===== src/rtl/iir_meter_pkg.sv =====
// Shared widths, default tuning constants and LED threshold helper for the
// audio level meter family.
package iir_meter_pkg;

    localparam int SAMPLE_W = 16;
    localparam int LEVEL_W  = 15;

    localparam int AVG_SHIFT_DEF    = 6;
    localparam int HOLD_SAMPLES_DEF = 4800;
    localparam int DECAY_SHIFT_DEF  = 10;
    localparam int CLIP_LEVEL_DEF   = 32000;
    localparam int CLIP_HOLD_DEF    = 24000;
    localparam int WINDOW_DEF       = 1024;
    localparam int NUM_LEDS_DEF     = 8;

    // Segment i of an n-segment bar lights at full scale >> (n - i): 6 dB per step.
    function automatic logic [LEVEL_W-1:0] led_threshold(input int i, input int n);
        logic [LEVEL_W:0] full;
        full = {1'b1, {LEVEL_W{1'b0}}};
        full = full >> (n - i);
        return full[LEVEL_W-1:0];
    endfunction

endpackage


===== src/rtl/iir_level_meter_abs_sat.sv =====
// Combinational saturating magnitude: 16-bit signed sample to 15-bit |x|,
// with the most negative code clamped to full scale.
module audio_abs_sat
    import iir_meter_pkg::*;
(
    input  logic signed [SAMPLE_W-1:0] sample,
    output logic        [LEVEL_W-1:0]  magnitude
);

    logic [SAMPLE_W-1:0] negated;

    assign negated = ~sample + {{(SAMPLE_W-1){1'b0}}, 1'b1};

    always_comb begin
        magnitude = sample[LEVEL_W-1:0];
        if (sample == {1'b1, {(SAMPLE_W-1){1'b0}}}) begin
            magnitude = {LEVEL_W{1'b1}};
        end else if (sample[SAMPLE_W-1]) begin
            magnitude = negated[LEVEL_W-1:0];
        end
    end

endmodule


===== src/rtl/iir_level_meter.sv =====
// Level meter for the IIR filter output: leaky average, peak hold with decay,
// thermometer LED bar, held clip flag and per-window maximum.
module iir_level_meter
    import iir_meter_pkg::*;
#(
    parameter int AVG_SHIFT    = AVG_SHIFT_DEF,
    parameter int HOLD_SAMPLES = HOLD_SAMPLES_DEF,
    parameter int DECAY_SHIFT  = DECAY_SHIFT_DEF,
    parameter int CLIP_LEVEL   = CLIP_LEVEL_DEF,
    parameter int CLIP_HOLD    = CLIP_HOLD_DEF,
    parameter int WINDOW       = WINDOW_DEF,
    parameter int NUM_LEDS     = NUM_LEDS_DEF
) (
    input  logic                       lr_clk,
    input  logic                       reset,
    input  logic                       clear,
    input  logic signed [SAMPLE_W-1:0] audio_in,
    output logic        [LEVEL_W-1:0]  avg_level,
    output logic        [LEVEL_W-1:0]  peak_level,
    output logic        [NUM_LEDS-1:0] leds,
    output logic                       clip,
    output logic        [LEVEL_W-1:0]  win_peak,
    output logic                       win_valid
);

    localparam int ACC_W  = LEVEL_W + AVG_SHIFT;
    localparam int HOLD_W = $clog2(HOLD_SAMPLES + 1);
    localparam int CLIP_W = $clog2(CLIP_HOLD + 1);
    localparam int WIN_W  = $clog2(WINDOW + 1);

    localparam logic [HOLD_W-1:0]  HOLD_LOAD = HOLD_W'(HOLD_SAMPLES);
    localparam logic [CLIP_W-1:0]  CLIP_LOAD = CLIP_W'(CLIP_HOLD);
    localparam logic [LEVEL_W-1:0] CLIP_THR  = LEVEL_W'(CLIP_LEVEL);
    localparam logic [WIN_W-1:0]   WIN_LAST  = WIN_W'(WINDOW - 1);

    logic [LEVEL_W-1:0]  mag;
    logic [ACC_W-1:0]    acc_reg;
    logic [ACC_W-1:0]    acc_next;
    logic [LEVEL_W-1:0]  peak_reg;
    logic [LEVEL_W-1:0]  peak_next;
    logic [LEVEL_W-1:0]  decay_step;
    logic [HOLD_W-1:0]   hold_reg;
    logic [HOLD_W-1:0]   hold_next;
    logic [CLIP_W-1:0]   clip_cnt_reg;
    logic [CLIP_W-1:0]   clip_cnt_next;
    logic [WIN_W-1:0]    win_cnt_reg;
    logic [LEVEL_W-1:0]  run_max_reg;
    logic [LEVEL_W-1:0]  run_max_next;
    logic [NUM_LEDS-1:0] leds_next;

    audio_abs_sat u_abs (
        .sample    (audio_in),
        .magnitude (mag)
    );

    // acc + a can exceed ACC_W bits transiently, but the final value always
    // fits, so modular arithmetic at ACC_W bits gives the exact result.
    assign acc_next   = acc_reg + ACC_W'(mag) - (acc_reg >> AVG_SHIFT);
    assign avg_level  = acc_reg[ACC_W-1:AVG_SHIFT];
    assign peak_level = peak_reg;

    assign decay_step   = (peak_reg >> DECAY_SHIFT) | LEVEL_W'(1);
    assign run_max_next = (mag > run_max_reg) ? mag : run_max_reg;

    always_comb begin
        peak_next = peak_reg;
        hold_next = hold_reg;
        if (clear) begin
            peak_next = '0;
            hold_next = '0;
        end else if (mag > peak_reg) begin
            peak_next = mag;
            hold_next = HOLD_LOAD;
        end else if (hold_reg != '0) begin
            hold_next = hold_reg - HOLD_W'(1);
        end else if (peak_reg != '0) begin
            peak_next = (decay_step >= peak_reg) ? '0 : peak_reg - decay_step;
        end
    end

    always_comb begin
        clip_cnt_next = clip_cnt_reg;
        if (clear) begin
            clip_cnt_next = '0;
        end else if (mag >= CLIP_THR) begin
            clip_cnt_next = CLIP_LOAD;
        end else if (clip_cnt_reg != '0) begin
            clip_cnt_next = clip_cnt_reg - CLIP_W'(1);
        end
    end

    generate
        for (genvar gi = 0; gi < NUM_LEDS; gi++) begin : g_led
            assign leds_next[gi] = (peak_next >= led_threshold(gi, NUM_LEDS));
        end
    endgenerate

    always_ff @(posedge lr_clk) begin
        if (reset) begin
            acc_reg      <= '0;
            peak_reg     <= '0;
            hold_reg     <= '0;
            leds         <= '0;
            clip_cnt_reg <= '0;
            clip         <= 1'b0;
            win_cnt_reg  <= '0;
            run_max_reg  <= '0;
            win_peak     <= '0;
            win_valid    <= 1'b0;
        end else begin
            acc_reg      <= acc_next;
            peak_reg     <= peak_next;
            hold_reg     <= hold_next;
            leds         <= leds_next;
            clip_cnt_reg <= clip_cnt_next;
            clip         <= (clip_cnt_next != '0);
            if (clear) begin
                win_cnt_reg <= '0;
                run_max_reg <= '0;
                win_valid   <= 1'b0;
            end else if (win_cnt_reg == WIN_LAST) begin
                win_peak    <= run_max_next;
                win_valid   <= 1'b1;
                run_max_reg <= '0;
                win_cnt_reg <= '0;
            end else begin
                run_max_reg <= run_max_next;
                win_cnt_reg <= win_cnt_reg + WIN_W'(1);
                win_valid   <= 1'b0;
            end
        end
    end

endmodule


===== config.mk =====
export PLATFORM = sky130hd
export DESIGN_NAME = iir_level_meter
export DESIGN_NICKNAME = d
export VERILOG_FILES = /design/src/rtl/iir_meter_pkg.sv /design/src/rtl/iir_level_meter_abs_sat.sv /design/src/rtl/iir_level_meter.sv
export SDC_FILE = /design/constraint.sdc
export NUM_CORES = 1
export LEC_CHECK = 0
export CAP_MARGIN = 10
export CORE_MARGIN = 4
export CORE_UTILIZATION = 58
export DETAILED_ROUTE_END_ITERATION = 16
export PLACE_DENSITY = 0.88
export SKIP_LAST_GASP = 1
export SYNTH_ARGS = -nofsm -noshare
export SYNTH_HDL_FRONTEND = slang
export SYNTH_HIERARCHICAL = 1
export SYNTH_SLANG_ARGS = --single-unit

===== constraint.sdc =====
create_clock -name lr_clk -period 7.4 [get_ports lr_clk]
set_input_delay 1.48 -clock lr_clk [delete_from_list [all_inputs] [get_ports lr_clk]]
set_output_delay 1.48 -clock lr_clk [all_outputs]
set_load 0.05 [all_outputs]

### Word level (Yosys, flattened, before mapping)

Cells that the tools add are included.

* register bits after elaboration: 115
* bits in latches: 0
* bits in writable memories: 0
* memory bits (read-only): 0
* output and inout bits: 55
* logic and storage cells: 57
* memories kept: 0

* add/subtract/negate cells: 7
* $mul: 0
* div/mod/pow operators: 0
* order comparisons: 12
* equality and inequality tests: 2
* shift operators: 0
* multiplexer cells: 14
* bitwise gates (word level): 2
* reductions and logical operators: 9

Operators by type and width (count)
* $mux 15: 11
* $reduce_bool 15->1: 3
* $ge 15x15->1 const B: 2
* $gt 15x15->1: 2
* $mux 13: 2
* $add 21x15->21: 1
* $sub 21x15->21: 1
* $eq 16x16->1 const B: 1
* $add 15x1->15 const B: 1
* $ge 15x10->1 const B: 1
* $ge 15x11->1 const B: 1
* $ge 15x12->1 const B: 1
* $ge 15x13->1 const B: 1
* $ge 15x14->1 const B: 1
* $ge 15x8->1 const B: 1
* $ge 15x9->1 const B: 1
* $ge 5x15->1: 1
* $not 15->15: 1
* $sub 15x1->15 const B: 1
* $sub 15x5->15: 1
* $reduce_bool 13->1: 1
* $sub 13x1->13 const B: 1
* $add 11x1->11 const B: 1
* $eq 11x10->1 const B: 1
* 6 further kinds: 7

### Longest topological paths before layout

Gate-level depths: netlist of run 1.

* word-level depth: 8
* depth in mapped cells: 19

### Modules after synthesis

Netlist of run 1, hierarchy kept.

Modules (own cells, without submodules)
* iir_level_meter: times used 1, cells each 834, area each 6969.2 um2, seq. area each 2302.2 um2
* audio_abs_sat: times used 1, cells each 72, area each 456.7 um2, seq. area each 0.0 um2

### Worst setup path before layout of run 1

OpenSTA, ideal clock, no wires.

* kind: in2reg
* start: input port audio_in[7]
* end: register acc_reg[19]
* data arrival time: 5.731 ns
* data required time: 7.279 ns
* setup slack: 1.548 ns
* cell stages on the path: 17
* cell sequence: or4_1 nor4_2 buf_2 o21ai_0 o21ai_0 inv_1 fa_1 inv_1 ha_1 a21o_1 a21o_1 a2111oi_0 nor3_1 o31ai_1 a21oi_1 a31oi_1 mux2_2

* elaborated cells between the ends (all ways): 7
* those cells by class: add/sub: 3; eq/ne: 1; mux: 2; bitwise: 1

RTL lines
* start, declared: RTL line iir_level_meter.sv:17 `input logic signed [SAMPLE_W-1:0] audio_in,`
* $eq 16x16->1: RTL line iir_level_meter_abs_sat.sv:16 `if (sample == {1'b1, {(SAMPLE_W-1){1'b0}}}) begin`
* $mux 15: RTL line iir_level_meter_abs_sat.sv:16
* named net mag[1]: RTL line iir_level_meter.sv:36 `logic [LEVEL_W-1:0] mag;`
* $add 21x15->21: RTL line iir_level_meter.sv:58 `assign acc_next = acc_reg + ACC_W'(mag) - (acc_reg >> AVG_SHIFT);`
* $sub 21x15->21: RTL line iir_level_meter.sv:58
* end signal, assigned: RTL line iir_level_meter.sv:111 `acc_reg <= acc_next;`
* end, declared: RTL line iir_level_meter.sv:37 `logic [ACC_W-1:0] acc_reg;`

The timed path passes the listed nets, and every way through them passes these cells.
A chain may end at the register's enable or synchronous reset.

### Worst setup path after layout of run 1

* start: input port audio_in[2]
* end: register acc_reg[13]

* word-level cells in the longest chain between the ends: 6
* elaborated cells between the ends (all ways): 7
* those cells by class: add/sub: 3; eq/ne: 1; mux: 2; bitwise: 1

RTL lines
* $not 15->15: RTL line iir_level_meter_abs_sat.sv:12 `assign negated = ~sample + {{(SAMPLE_W-1){1'b0}}, 1'b1};`
* $add 15x1->15: RTL line iir_level_meter_abs_sat.sv:12
* $mux 15: RTL line iir_level_meter_abs_sat.sv:18 `end else if (sample[SAMPLE_W-1]) begin`
* $mux 15 (*): RTL line iir_level_meter_abs_sat.sv:16
* named net mag[2]: RTL line iir_level_meter.sv:36
* $add 21x15->21 (*): RTL line iir_level_meter.sv:58
* $sub 21x15->21 (*): RTL line iir_level_meter.sv:58

Mark *: on every way through the listed nets, which the timed path passes. The rest lies on a longest branch.

==> metrics.md, run 1 <==
| Metric | Value |
|---|---|
| Outcome | `complete, no violations` |
| Vias/cell | `5.97` |
| IO Port Bufs | `73` |
| Initial antenna violation count | `0` |
| Drt total wl | `between 15 and 20 mm` |
| Yosys reg bits | `115` |
| Worst r2r src | `hold_reg[0]$_SDFFE_PP0P_` |
| Routed vias | `between 6000 and 7000` |
| TritonCTS clock tree | `built` |
| Chip height | `approximately 120 um` |
| FP Rows | `41` |
| Clk buf depth | `2` |
| Yosys cell types | `68` |
| RR Endpoint | `leds[0]$_SDFF_PP0_` |
| Die W | `between 100 and 150 um` |
| Async set-reset flop share out of synthesis | `0` |
| Critical-path maximum fanout | `7` |
| Drt pass-1 iters | `5` |
| Fin Setup TNS | `0 ns` |
| Netlist Area Pre-Place | `7430 um^2` |
| Clock transition at the registers of the reported paths | `0.05 ns` |
| Leak | `3.69 nW` |
| Synth Area per Inst | `8.20 um^2` |
| Req. time, crit path | `just under 8 ns` |
| Clk Latency, worst-skew pair | `around 0.42 ns` |
| Largest register FFs | `21` |
| Fin nets | `1061` |
| # clock sinks | `115` |
| Max Freq | `152 MHz` |
| Register area | `approximately 2300 um^2` |
| Internal reg-to-reg setup slack | `3.64 ns` |
| Max-cap violation count | `0` |
| Dpl ws | `0.718 ns` |
| Ant diodes | `0` |
| Wire per inst | `about 17 um` |
| Vias in the first global route | `6773` |
| Final Util | `0.704` |
| Clk root buf | `clkbuf_16` |
| Largest net degree at the start of global routing | `54` |
| Multi-input logic area | `roughly 4500 um^2` |
| CP arrival | `6.88 ns` |
| Design Power | `between 3 and 4 mW` |
| Non-Filler Instances | `1149` |
| WP buf/inv | `3` |
| Worst-case reg-to-reg path depth | `10` |
| Starting Density | `0.591` |
| Final Max Tran Viols | `0` |
| Final Skew | `0.0110 ns` |
| First-pass GRT wire length | `between 30 and 40 mm` |
| IR drop worst, VDD | `0.397 mV` |
| Synthesis-to-layout area growth | `19.2%` |
| Num ports | `74` |
| Kind of critical path | `primary input to register` |
| Final WS setup | `0.831 ns` |
| Power Dens Cells | `451 nW/um^2` |
| PostCTS Resize Cnt | `0` |
| Post CTS Setup Buffer Count | `0` |
| RSZ-0062 raised after global routing | `no` |
| Mapped Cells | `slightly above 900` |
| Final Hold Viols | `0` |
| H-tree depth | `4` |
| Top_reg_cell synth | `dfxtp_1` |
| Placer congestion estimate | `about 0.92` |
| Synth warn | `6` |
| Die area | `14700 um^2` |
| Max_slew headroom | `0.264` |
| Slowest cell on crit path | `a2111oi_0` |
| Global route overflow | `0` |
| Fin crit share | `0.888` |
| Detail Route Antenna Nets | `0` |
| Placed Cells | `around 1100` |
| Hold Slack | `0.471 ns` |
| Worst path depth | `16` |
| Minimum clock period | `roughly 6.6 ns` |
| DRT iter0 DRCs | `489` |
| Fill cell count | `900` |
| CP Capture Point | `acc_reg[13]$_SDFF_PP0_` |
| Hold Path Class | `register to register` |
| Crit start category | `primary input` |
| Net count after synthesis | `1001` |
| CP startpoint | `audio_in[2]` |
| Gr usage total | `0.277` |
| Crit. End Element | `register` |
| Number of synthesized flops with an enable pin | `0` |
| Worst-Margin Slew | `1.10 ns` |
| Endpoints failing setup | `0` |
| CTS Buf Count | `17` |
| Worst-path cell chain | `clkdlybuf4s50_1 -> or4_4 -> nor4_2 -> o21ai_0 -> o21ai_0 -> inv_1 -> fa_1 -> inv_1 -> ha_1 -> a21o_1 -> a2111oi_0 -> nor2_1 -> a211oi_1 -> o21bai_1 -> a21oi_1 -> mux2_2` |
| Share of layout cells above drive strength 1 | `0.0696` |
| DPL Wire Length | `14.0 mm` |
| Cell family with most CP delay | `compound AO/OA/AOI/OAI gates` |
| CTS Hold Buffers Added | `0` |
| Design area | `8850 um^2` |
| CORE AREA | `about 13000 um^2` |
| Placed Area | `8250 um^2` |
| CP peak stage delay | `between 0.7 and 0.8 ns` |
| Register area share after synthesis | `0.310` |
| DRC errors left | `0` |
layer usage:
metal / part of all wire / routed length (um) / global-route usage / vias to the layer above
li1: - / - / - / 3272
met1: 0.41 / 8040 / 0.348 / 3198
met2: 0.47 / 9290 / 0.451 / 310
met3: 0.078 / 1520 / 0.0676 / 80
met4: 0.038 / 753 / 0.125 / 0
met5: 0 / 0 / 0 / -
cells by family (layout without fill, tap and decap cells):
logic type | count (synthesis) | in the layout | synth area share
AND/OR/NAND/NOR | 289 | 289 | 0.200
AO/OA/AOI/OAI | 202 | 202 | 0.178
buffers and inverters | 160 | 231 | 0.0886
flip-flops | 115 | 115 | 0.310
adder cells (fa/ha/maj) | 76 | 76 | 0.144
XOR/XNOR | 44 | 44 | 0.0519
multiplexers | 20 | 20 | 0.0276
cells in the mapped netlist, drive strengths merged (3+ instances only):
cell type / instances / area (um^2)
fa: 16 / 320
xnor2: 31 / 272
o21bai: 4 / 30.0
xor2: 13 / 114
nand3b: 4 / 30.0
a31oi: 9 / 56.3
buf: 17 / 121
o31ai: 10 / 75.1
nor4: 11 / 75.1
o211ai: 6 / 45.0
o21ai: 30 / 150
nor2: 110 / 413
o21a: 12 / 90.1
a21oi: 59 / 295
and4: 3 / 26.3
nand2: 34 / 128
inv: 116 / 435
a21boi: 5 / 37.5
nor2b: 11 / 68.8
ha: 60 / 751
or3: 13 / 86.3
and3: 9 / 56.3
a21o: 13 / 97.6
a211oi: 29 / 218
or4: 15 / 129
nand2b: 5 / 31.3
dfxtp: 115 / 2300
nand4: 9 / 56.3
or2: 5 / 31.3
clkbuf: 27 / 101
nand3: 16 / 80.1
nor3: 30 / 150
mux2: 4 / 45.0
o22ai: 5 / 31.3
mux2i: 16 / 160
cell usage in the layout, fill, tap and decap left out, types with 6 or more instances in the layout:
master,synthesis,final
and3_1,9,9
nor3_1,30,30
nand4_1,9,9
a21oi_1,59,59
o211ai_1,6,6
inv_1,116,116
ha_1,60,60
or4_1,10,10
dfxtp_1,115,115
nor2_1,110,109
a21o_1,13,13
nand3_1,16,16
a31oi_1,9,8
xnor2_1,31,31
clkdlybuf4s50_1,0,72
o21ai_0,30,30
o31ai_1,10,9
or3_1,12,12
fa_1,16,16
xor2_1,13,13
nand2_1,34,34
nor2b_1,11,11
clkbuf_16,0,17
o21a_1,12,12
mux2i_1,16,16
nor4_1,10,10
buf_4,15,12
a211oi_1,29,29
layout make-up:
class,instances,share of cell area
inverters,116,0.0492
multi-input cells,631,0.506
clock inverters,10,0.0179
clock buffers,20,0.0505
repair buffers,85,0.0921
well taps,172,0.0243
flip-flops and latches,115,0.260
power breakdown:
part           total [mW]  switching [mW]  internal [mW]
Clock               0.855           0.289          0.566
Combinational        2.27            1.32          0.953
Sequential          0.867           0.123          0.744
Total                3.99            1.73           2.26
worst min path at each step:
stage                     cells after the start  slack, ns                      start                         to
after floorplan                               1       0.43  win_cnt_reg[0]$_SDFF_PP0_  win_cnt_reg[0]$_SDFF_PP0_
after global placement                        1       0.44  win_cnt_reg[0]$_SDFF_PP0_  win_cnt_reg[0]$_SDFF_PP0_
after detailed placement                      1       0.46  win_cnt_reg[0]$_SDFF_PP0_  win_cnt_reg[0]$_SDFF_PP0_
after CTS                                     1       0.47  win_cnt_reg[0]$_SDFF_PP0_  win_cnt_reg[0]$_SDFF_PP0_
after global routing                          1       0.50  win_cnt_reg[0]$_SDFF_PP0_  win_cnt_reg[0]$_SDFF_PP0_
final                                         1       0.47  win_cnt_reg[0]$_SDFF_PP0_  win_cnt_reg[0]$_SDFF_PP0_
No activity file was read; power rests on OpenSTA's default activity.
==> run 2, diff against run 1 <==
==> constraint.sdc (replaced) <==
create_clock -name lr_clk -period 6.6 [get_ports lr_clk]
set_input_delay 1.32 -clock lr_clk [delete_from_list [all_inputs] [get_ports lr_clk]]
set_output_delay 1.32 -clock lr_clk [all_outputs]
set_load 0.05 [all_outputs]
==> run 2 against run 1 <==
Net effect:
- clock-buffer cell count increased by 1
- sequential share of layout area about the same
- utilization about the same
- clock power increased by 9.2%
- global-route usage increased by 0.25 points
- combinational power increased by 12%
- critical path depth increased by 1
- sequential cell count unchanged
- register-to-register slack got worse by 0.79 ns
- non-clock buffer count increased by 2
- clock skew decreased by 0.0043 ns
- largest cell class unchanged
==> metrics.md, run 2 (synthesis gave the netlist of run 1 again) <==
| Metric | Value |
|---|---|
| PostCTS Resize Cnt | `0` |
| Crit start category | `primary input` |
| Multi-input logic area | `between 4000 and 5000 um^2` |
| Req. time, crit path | `6.91 ns` |
| Power Dens Cells | `504 nW/um^2` |
| Largest net degree at the start of global routing | `54` |
| Slowest cell on crit path | `a2111oi_0` |
| Clock transition at the registers of the reported paths | `0.05 ns` |
| Global route overflow | `0` |
| Leak | `3.71 nW` |
| CTS Buf Count | `17` |
| Final Hold Viols | `0` |
| Most frequent cells in the layout | `inv_1, dfxtp_1, nor2_1, clkdlybuf4s50_1, ha_1` |
| Worst-path cell chain | `clkdlybuf4s50_1 -> or4_4 -> nor4_2 -> o21ai_0 -> o21ai_0 -> inv_1 -> fa_1 -> inv_1 -> ha_1 -> a21o_1 -> a21o_1 -> a2111oi_0 -> nor3_1 -> o31ai_1 -> a21oi_1 -> a31oi_1 -> mux2_2` |
| Fill cell count | `906` |
| Chip height | `121 um` |
| CP peak stage delay | `0.61 ns` |
| Starting Density | `0.591` |
| Fin Setup TNS | `0 ns` |
| Non-Filler Instances | `1153` |
| Synthesis-to-layout area growth | `19.3%` |
| Die area | `14700 um^2` |
| Largest register FFs | `21` |
| Worst-Margin Slew | `1.06 ns` |
| Fin crit share | `0.940` |
| Clk root buf | `clkbuf_16` |
| IO Port Bufs | `73` |
| # clock sinks | `115` |
| Vias/cell | `6.02` |
| Share of layout cells above drive strength 1 | `0.0724` |
| Final Skew | `0.00669 ns` |
| Die W | `roughly 120 um` |
| IR drop worst, VDD | `0.436 mV` |
| H-tree depth | `4` |
| Endpoints failing setup | `0` |
| Post CTS Setup Buffer Count | `0` |
| Minimum clock period | `6.21 ns` |
| DRT iter0 DRCs | `around 540` |
| Gr usage total | `0.280` |
| Num ports | `74` |
| Detail Route Antenna Nets | `0` |
| Placer congestion estimate | `around 0.96` |
| CTS Hold Buffers Added | `0` |
| Vias in the first global route | `just under 7000` |
| Hold Path Class | `register to register` |
| Initial antenna violation count | `1` |
| FP Rows | `41` |
| Hold Slack | `about 0.47 ns` |
| DRC errors left | `0` |
| DPL Wire Length | `14.0 mm` |
| Kind of critical path | `primary input to register` |
| Outcome | `complete, no violations` |
| Critical-path maximum fanout | `7` |
| Final Max Tran Viols | `0` |
| Crit. End Element | `register` |
| Clk Latency, worst-skew pair | `0.43 ns` |
| Wire per inst | `between 15 and 20 um` |
| Fin nets | `around 1100` |
| Max_slew headroom | `0.292` |
| Max Freq | `161 MHz` |
| Most common cell after layout, fill and taps aside | `inv_1` |
| TritonCTS clock tree | `built` |
| CP arrival | `6.52 ns` |
| Max-cap violation count | `0` |
| Placed Cells | `1121` |
| Drt pass-1 iters | `6` |
| Register area | `roughly 2300 um^2` |
| WP buf/inv | `3` |
| Cell family with most CP delay | `compound AO/OA/AOI/OAI gates` |
| First-pass GRT wire length | `approximately 33 mm` |
| CORE AREA | `12600 um^2` |
| RSZ-0062 raised after global routing | `no` |
| Clk buf depth | `2` |
| Routed vias | `6937` |
| Drt total wl | `19.8 mm` |
## run 2: cell types whose count changed in the layout (fill, tap and decap cells not counted), sizes merged
cell and change:
bufinv -1, clkinv +3, diode +1, clkinvlp -2, buf +2, clkbuf +1
## run 2: worst paths after layout
check | start | endpoint | slack (ns) | cells past startpoint
max | audio_in[2] | acc_reg[19]$_SDFF_PP0_ | 0.39 | 17
min | win_cnt_reg[0]$_SDFF_PP0_ | win_cnt_reg[0]$_SDFF_PP0_ | 0.47 | 1
max reg2reg | hold_reg[0]$_SDFFE_PP0P_ | leds[0]$_SDFF_PP0_ | 2.85 | 10
min reg2reg | win_cnt_reg[0]$_SDFF_PP0_ | win_cnt_reg[0]$_SDFF_PP0_ | 0.47 | 1
## run 2: cell type report
class	instances	area share
Multi-Input combinational cell	631	0.506
Antenna cell	1	0.000282
Tap cell	172	0.0243
Clock inverter	10	0.0150
Inverter	116	0.0492
Sequential cell	115	0.260
Timing Repair Buffer	87	0.0938
Clock buffer	21	0.0520
## run 2: per-stage QoR
step / setup WS, ns / total power, mW / cell area (um^2) / utilization
floorplan: 0.908 / 2.97 / 7430 / -
global placement: 0.277 / 3.39 / 8260 / 0.657
detailed placement: 0.102 / 3.45 / 8260 / 0.657
CTS: 0.423 / 4.44 / 8860 / 0.705
global route: 0.139 / 4.80 / 8860 / 0.705
finish: 0.394 / 4.46 / 8860 / 0.705
## run 2: power by group
part | switching, mW | internal [mW]
Combinational | 1.48 | 1.07
Clock | 0.326 | 0.608
Sequential | 0.142 | 0.834
Total | 1.95 | 2.51
## run 2: per-layer routing
| layer | part of all wire | routed length, um | track usage | up-vias |
|---|---|---|---|---|
| met5 | 0 | 0 | 0 | - |
| met4 | 0.048 | 947 | 0.139 | 0 |
| met3 | 0.077 | 1530 | 0.0807 | 99 |
| met2 | 0.47 | 9370 | 0.462 | 323 |
| met1 | 0.40 | 7960 | 0.333 | 3241 |
| li1 | - | - | - | 3274 |
==> run 3, diff against run 2 <==
--- a/config.mk
+++ b/config.mk
@@ -8,6 +8,7 @@
 export CAP_MARGIN = 10
 export CORE_MARGIN = 4
 export CORE_UTILIZATION = 58
+export CTS_CLUSTER_SIZE = 12
 export DETAILED_ROUTE_END_ITERATION = 16
 export PLACE_DENSITY = 0.88
 export SKIP_LAST_GASP = 1
==> results of run 3 <==
No change in the layout: final DEF, timing and power equal those of run 2.
